## src/rtl/vga_timing_gen.sv

```systemverilog
// rtl/vga_timing_gen.sv - VGA raster timing generator with pixel-clock divider
module vga_timing_gen #(
    parameter int CLK_DIV  = 4,
    parameter int H_ACTIVE = 640,
    parameter int H_FP     = 16,
    parameter int H_SYNC   = 96,
    parameter int H_BP     = 48,
    parameter int V_ACTIVE = 480,
    parameter int V_FP     = 10,
    parameter int V_SYNC   = 2,
    parameter int V_BP     = 33
) (
    input  logic       clk,
    input  logic       reset,
    output logic       pix_tick,
    output logic [9:0] x,
    output logic [9:0] y,
    output logic       active,
    output logic       hSync,
    output logic       vSync,
    output logic       line_start,
    output logic       frame_start
);

    localparam int H_TOTAL = H_ACTIVE + H_FP + H_SYNC + H_BP;
    localparam int V_TOTAL = V_ACTIVE + V_FP + V_SYNC + V_BP;

    localparam logic [3:0] DIV_LAST = 4'(CLK_DIV - 1);
    localparam logic [9:0] H_LAST   = 10'(H_TOTAL - 1);
    localparam logic [9:0] V_LAST   = 10'(V_TOTAL - 1);
    localparam logic [9:0] H_FP_AT  = 10'(H_ACTIVE);
    localparam logic [9:0] H_SY_AT  = 10'(H_ACTIVE + H_FP);
    localparam logic [9:0] H_BP_AT  = 10'(H_ACTIVE + H_FP + H_SYNC);
    localparam logic [9:0] V_FP_AT  = 10'(V_ACTIVE);
    localparam logic [9:0] V_SY_AT  = 10'(V_ACTIVE + V_FP);
    localparam logic [9:0] V_BP_AT  = 10'(V_ACTIVE + V_FP + V_SYNC);

    typedef enum logic [1:0] {
        PH_ACTIVE,
        PH_FP,
        PH_SYNC,
        PH_BP
    } phase_e;

    logic [3:0] div_q, div_d;
    logic       pix_tick_q, pix_tick_d;
    logic [9:0] x_q, x_d;
    logic [9:0] y_q, y_d;
    phase_e     h_state_q, h_state_d;
    phase_e     v_state_q, v_state_d;
    logic       active_q, active_d;
    logic       hsync_q, hsync_d;
    logic       vsync_q, vsync_d;
    logic       line_start_q, line_start_d;
    logic       frame_start_q, frame_start_d;

    // Divider and raster counters; pix_tick is registered so it marks the last clk of each pixel.
    always_comb begin
        div_d      = (div_q == DIV_LAST) ? 4'd0 : div_q + 4'd1;
        pix_tick_d = (div_d == DIV_LAST);
        x_d        = x_q;
        y_d        = y_q;
        if (pix_tick_q) begin
            if (x_q == H_LAST) begin
                x_d = 10'd0;
                y_d = (y_q == V_LAST) ? 10'd0 : y_q + 10'd1;
            end else begin
                x_d = x_q + 10'd1;
            end
        end
    end

    // Horizontal/vertical phase FSMs, stepped by the next coordinate so phases never lag x/y.
    always_comb begin
        h_state_d = h_state_q;
        v_state_d = v_state_q;
        if (pix_tick_q) begin
            case (h_state_q)
                PH_ACTIVE: if (x_d == H_FP_AT) h_state_d = PH_FP;
                PH_FP:     if (x_d == H_SY_AT) h_state_d = PH_SYNC;
                PH_SYNC:   if (x_d == H_BP_AT) h_state_d = PH_BP;
                PH_BP:     if (x_d == 10'd0)   h_state_d = PH_ACTIVE;
                default:   h_state_d = PH_BP;
            endcase
            if (x_q == H_LAST) begin
                case (v_state_q)
                    PH_ACTIVE: if (y_d == V_FP_AT) v_state_d = PH_FP;
                    PH_FP:     if (y_d == V_SY_AT) v_state_d = PH_SYNC;
                    PH_SYNC:   if (y_d == V_BP_AT) v_state_d = PH_BP;
                    PH_BP:     if (y_d == 10'd0)   v_state_d = PH_ACTIVE;
                    default:   v_state_d = PH_BP;
                endcase
            end
        end
    end

    // Output decode from the next state so the registered outputs line up with the new x/y.
    always_comb begin
        hsync_d       = (h_state_d != PH_SYNC);
        vsync_d       = (v_state_d != PH_SYNC);
        active_d      = (h_state_d == PH_ACTIVE) && (v_state_d == PH_ACTIVE);
        line_start_d  = (x_d == 10'd0);
        frame_start_d = (x_d == 10'd0) && (y_d == 10'd0);
    end

    // State registers; reset parks the raster on the last pixel of the frame.
    always_ff @(posedge clk or negedge reset) begin
        if (!reset) begin
            div_q         <= 4'd0;
            pix_tick_q    <= 1'b0;
            x_q           <= H_LAST;
            y_q           <= V_LAST;
            h_state_q     <= PH_BP;
            v_state_q     <= PH_BP;
            active_q      <= 1'b0;
            hsync_q       <= 1'b1;
            vsync_q       <= 1'b1;
            line_start_q  <= 1'b0;
            frame_start_q <= 1'b0;
        end else begin
            div_q         <= div_d;
            pix_tick_q    <= pix_tick_d;
            x_q           <= x_d;
            y_q           <= y_d;
            h_state_q     <= h_state_d;
            v_state_q     <= v_state_d;
            active_q      <= active_d;
            hsync_q       <= hsync_d;
            vsync_q       <= vsync_d;
            line_start_q  <= line_start_d;
            frame_start_q <= frame_start_d;
        end
    end

    assign pix_tick    = pix_tick_q;
    assign x           = x_q;
    assign y           = y_q;
    assign active      = active_q;
    assign hSync       = hsync_q;
    assign vSync       = vsync_q;
    assign line_start  = line_start_q;
    assign frame_start = frame_start_q;

endmodule
```

## config.mk

```make
export PLATFORM = sky130hd
export DESIGN_NAME = vga_timing_gen
export DESIGN_NICKNAME = d
export VERILOG_FILES = /design/src/rtl/vga_timing_gen.sv
export SDC_FILE = /design/constraint.sdc
export NUM_CORES = 1
export LEC_CHECK = 0
export BUFFER_PORTS_ARGS = -buffer_cell sky130_fd_sc_hd__buf_2
export CAP_MARGIN = 25
export CORE_ASPECT_RATIO = 1.25
export CORE_UTILIZATION = 53
export CTS_BUF_LIST = sky130_fd_sc_hd__clkbuf_8
export CTS_CLUSTER_DIAMETER = 80
export DETAILED_ROUTE_END_ITERATION = 10
export GPL_TIMING_DRIVEN = 1
export PLACE_DENSITY = 0.78
export SETUP_SLACK_MARGIN = 0.02
export SKIP_CTS_REPAIR_TIMING = 1
export SLEW_MARGIN = 20
export SYNTH_ARGS = -nofsm -noshare
export SYNTH_HDL_FRONTEND = slang
export SYNTH_SLANG_ARGS = --single-unit
```

## constraint.sdc

```tcl
create_clock -name clk -period 2.9 [get_ports clk]
set_clock_uncertainty 0.05 [all_clocks]
set_input_delay 0.29 -clock clk [delete_from_list [all_inputs] [get_ports clk]]
set_output_delay 0.29 -clock clk [all_outputs]
set_load 0.03 [all_outputs]
```

==> run_results.csv <==
group,metric,value,unit
critical_path,timing.rr.start,"x[0]$_DFF_PN1_",
sta,maxSlewViolCount,0,
sta,finalSetupTns,0,ns
drt,drt_iter0_drc,82,
logic_synthesis,synth_top_family_by_area,"simple AND/OR/NAND/NOR gates",
pwr,power.leakage,1.174,nW
drt,drt_pass1_iterations,4,
global_routing,grt_overflow,0,
cts,cts_sinks,34,
cts,htree_levels,2,
sta,worstMarginPinSlew,0.7343,ns
logic_synthesis,synth_fa_ha_area_frac,0.03173,
cells_and_area,fin_nets,277,
logic_synthesis,syn_inst,211,
cts,path_clk_slew,0.07,ns
flow_run,cap_violations,0,
critical_path,r2r_slack,0.13,ns
floorplanning,core.rowCount,24,
sta,holdWs,0.01341,ns
sta,relSlewSlack,0.5104,
drt,totalWireLength,4.939,mm
sta,max_freq,360.7,MHz
critical_path,cp_slowest_cell,"dfstp_2",
cts,cts_root_buffer,"clkbuf_8",
critical_path,arrival,2.89,ns
global_routing,grt_usage,0.2452,
floorplanning,die_w,56.56,microns
drt,viasPerCell,6.061,
floorplanning,die-area,0.003970,sq mm
sta,rsz0062_at_grt,"no",
worst_hold_path,hold_path.class,"in -> async",
floorplanning,num_io_pins,28,
cts,cts_buffer_depth,2,
place,post_dp_cell_area,0.002257,sq mm
logic_synthesis,synth_top_area_share,0.2284,
sta,fin_crit,2.773,ns
cts,cts_tree,"yes",
cts,worstSkewPairLatency,0.28,ns
critical_path,critPathBufInv,1,
floorplanning,core_area,0.003513,sq mm
global_routing,grt_first_pass_wirelength,7.465,mm
place,dp_hpwl,3.215,mm
place,place_inst,286,
logic_synthesis,synth_area,0.001972,sq mm
critical_path,worstSetupPathType,"reg -> reg",
sta,period_share,0.9561,
logic_synthesis,synth_mux_area_frac,0.02157,
critical_path,rr_endpoint,"active$_DFF_PN0_",
drt,vias,1879,
logic_synthesis,synth.top_cells.by_area,"dfrtp_1, dfstp_2, xnor2_1",
critical_path,cpPeakStageDelay,0.59,ns
critical_path,cp-start-kind,"register",
logic_synthesis,yosysSeqAreaShare,0.4416,
drt,post_drt_wl_per_cell,15.93,microns
critical_path,crit_path_max_fanout,5,
logic_synthesis,synth.distinct_cells,44,
logic_synthesis,synth_compound_area_frac,0.1148,
critical_path,cp_cell_sequence,"ha_4, nand3_2, or3_4, buf_12, or4_4, or3_1, a21oi_1, o21a_2, nor4b_2",
logic_synthesis,avgSynthCellArea,9.345,sq um
logic_synthesis,syn-num-nets,218,
floorplanning,start_util,0.5613,
cells_and_area,finish.instance_area,0.002557,sq mm
run_status,status,"finished, final reports clean",
critical_path,cp.required,3.02,ns
cells_and_area,fill_cells,249,
drt,ant_nets,0,
cells_and_area,area_delta_synth_final,29.70,%
critical_path,ff2ff_path_depth,9,
sta,hold_violations,0,
place,io_buffers,27,
place,gp_congestion,0.9087,
sta,finalSetupViolations,0,
drt,route.detailed.drc,0,
critical_path,critPathTopFamily,"simple AND/OR/NAND/NOR gates",
logic_synthesis,yosys.area.top_type,"dfrtp_1",
critical_path,critPathCaptureType,"register",
cells_and_area,final_cells,310,
global_routing,grt_max_degree,35,
logic_synthesis,ys_ff_latch,34,
global_routing,antenna_found_initial,0,
cells_and_area,antenna-diode-count,0,
logic_synthesis,synthSimpleGateAreaFrac,0.2621,
global_routing,grt_pass1_vias,1678,
pwr,vdd_drop_max,0.2985,mV
cells_and_area,layout-drive-gt1-share,0.3948,
floorplanning,die_h,70.20,microns
pwr,power_density,357.9,mW/mm^2
logic_synthesis,yosysWarnings,0,
cts,cts_buffers,5,
logic_synthesis,synth_xor_area_frac,0.07551,
sequential cells by signal, summed over array words and instances, names as in the netlist:
name / cells
x: 10
y: 10
div_q: 4
h_state_q: 2
v_state_q: 2
active: 1
frame_start: 1
hSync: 1
line_start: 1
pix_tick: 1
vSync: 1
synthesized netlist by cell type:
master	number
nor3b_1	1
nand2_1	17
nand3_1	11
or3_4	1
a41oi_1	1
dfstp_2	16
clkbuf_1	5
nor4b_1	1
a211oi_1	2
xnor2_1	11
nor3_2	1
nor4b_2	1
o21ai_0	11
a21oi_1	7
nand2b_1	1
o31ai_1	1
or4_4	1
nor3_1	4
a21o_1	3
or2_2	3
a31oi_1	5
nor4_4	1
nor4_1	8
xor2_1	6
buf_2	2
inv_1	17
nor2_1	15
o21a_2	1
o2111ai_1	1
buf_6	1
nor2b_1	2
and4_1	1
mux2_2	2
and2_1	2
and3_1	1
dfrtp_1	18
and3b_1	1
or3_1	3
o221a_2	1
nand4_1	13
nor4_2	1
o211ai_1	3
ha_1	5
mux2i_1	2
kinds of logic (layout without fill, tap and decap cells):
| family | Yosys count | after routing |
|---|---|---|
| buffers and inverters | 25 | 85 |
| XOR/XNOR | 17 | 17 |
| adder cells (fa/ha/maj) | 5 | 5 |
| AO/OA/AOI/OAI | 36 | 36 |
| flip-flops | 34 | 34 |
| multiplexers | 4 | 4 |
| AND/OR/NAND/NOR | 90 | 90 |
layout make-up:
type	instances	area [sq um]	area share
clock buffers	5	68.82	0.02691
clock inverters	3	40.04	0.01566
inverters	17	63.81	0.02495
multi-input cells	152	1067	0.4173
flip-flops and latches	34	872.1	0.3410
well taps	39	48.80	0.01908
repair buffers	60	396.6	0.1551
layer usage:
metal	global-route usage	up-vias	routed length, microns
met5	0	-	0
met4	0.09756	0	172
met3	0.05000	18	248
met2	0.4209	72	2530
met1	0.2972	910	1987
li1	-	879	-
worst register-to-register path, delay by kind of cell (launching register included):
kind / cells / cell delay, ns
simple gates: 5 / 1.40
buf+inv: 1 / 0.14
fa+ha+maj: 1 / 0.17
compound gates: 2 / 0.31
flops: 1 / 0.59
placed cells by master, fill, tap and decap left out, types with 3 or more instances in the layout:
master	synthesis	layout
xnor2_1	11	11
a21o_1	3	3
a31oi_1	5	5
buf_4	0	30
nor4_2	1	3
ha_1	5	4
inv_1	17	17
buf_2	2	27
a21oi_1	7	7
nor3_1	4	4
nor4_1	8	5
dfstp_2	16	16
clkbuf_8	0	5
nor2_1	15	15
dfrtp_1	18	17
or2_2	3	3
nand4_1	13	13
o211ai_1	3	3
o21ai_0	11	10
xor2_1	6	6
nand3_1	11	10
nand2_1	17	17
worst max-delay path by stage:
stage                            end  cells after the start           start
floorplan           active$_DFF_PN0_                      9  x[6]$_DFF_PN0_
global placement    active$_DFF_PN0_                      8  x[5]$_DFF_PN0_
detailed placement  active$_DFF_PN0_                      8  x[5]$_DFF_PN0_
CTS                 active$_DFF_PN0_                      8  x[5]$_DFF_PN0_
global route        active$_DFF_PN0_                      9  x[0]$_DFF_PN1_
finish              active$_DFF_PN0_                      9  x[0]$_DFF_PN1_
power by group:
part	leakage, nW	switching [mW]	internal, mW
Clock	0.0579	0.178	0.253
Sequential	0.406	0	0.475
Combinational	0.709	0.00859	0.000485
Total	1.17	0.187	0.729
stage by stage:
stage / utilization / total power, mW / worst slack [ns]
final: 0.7279 / 0.9153 / 0.1273
after global placement: 0.6425 / 0.4930 / 0.1414
after global routing: 0.7279 / 0.9435 / 0.01890
after CTS: 0.6734 / 0.9193 / 0.02657
after floorplan: - / 0.4834 / 0.02288
after detailed placement: 0.6425 / 0.4932 / 0.04360
No activity file was read; power rests on OpenSTA's default activity.
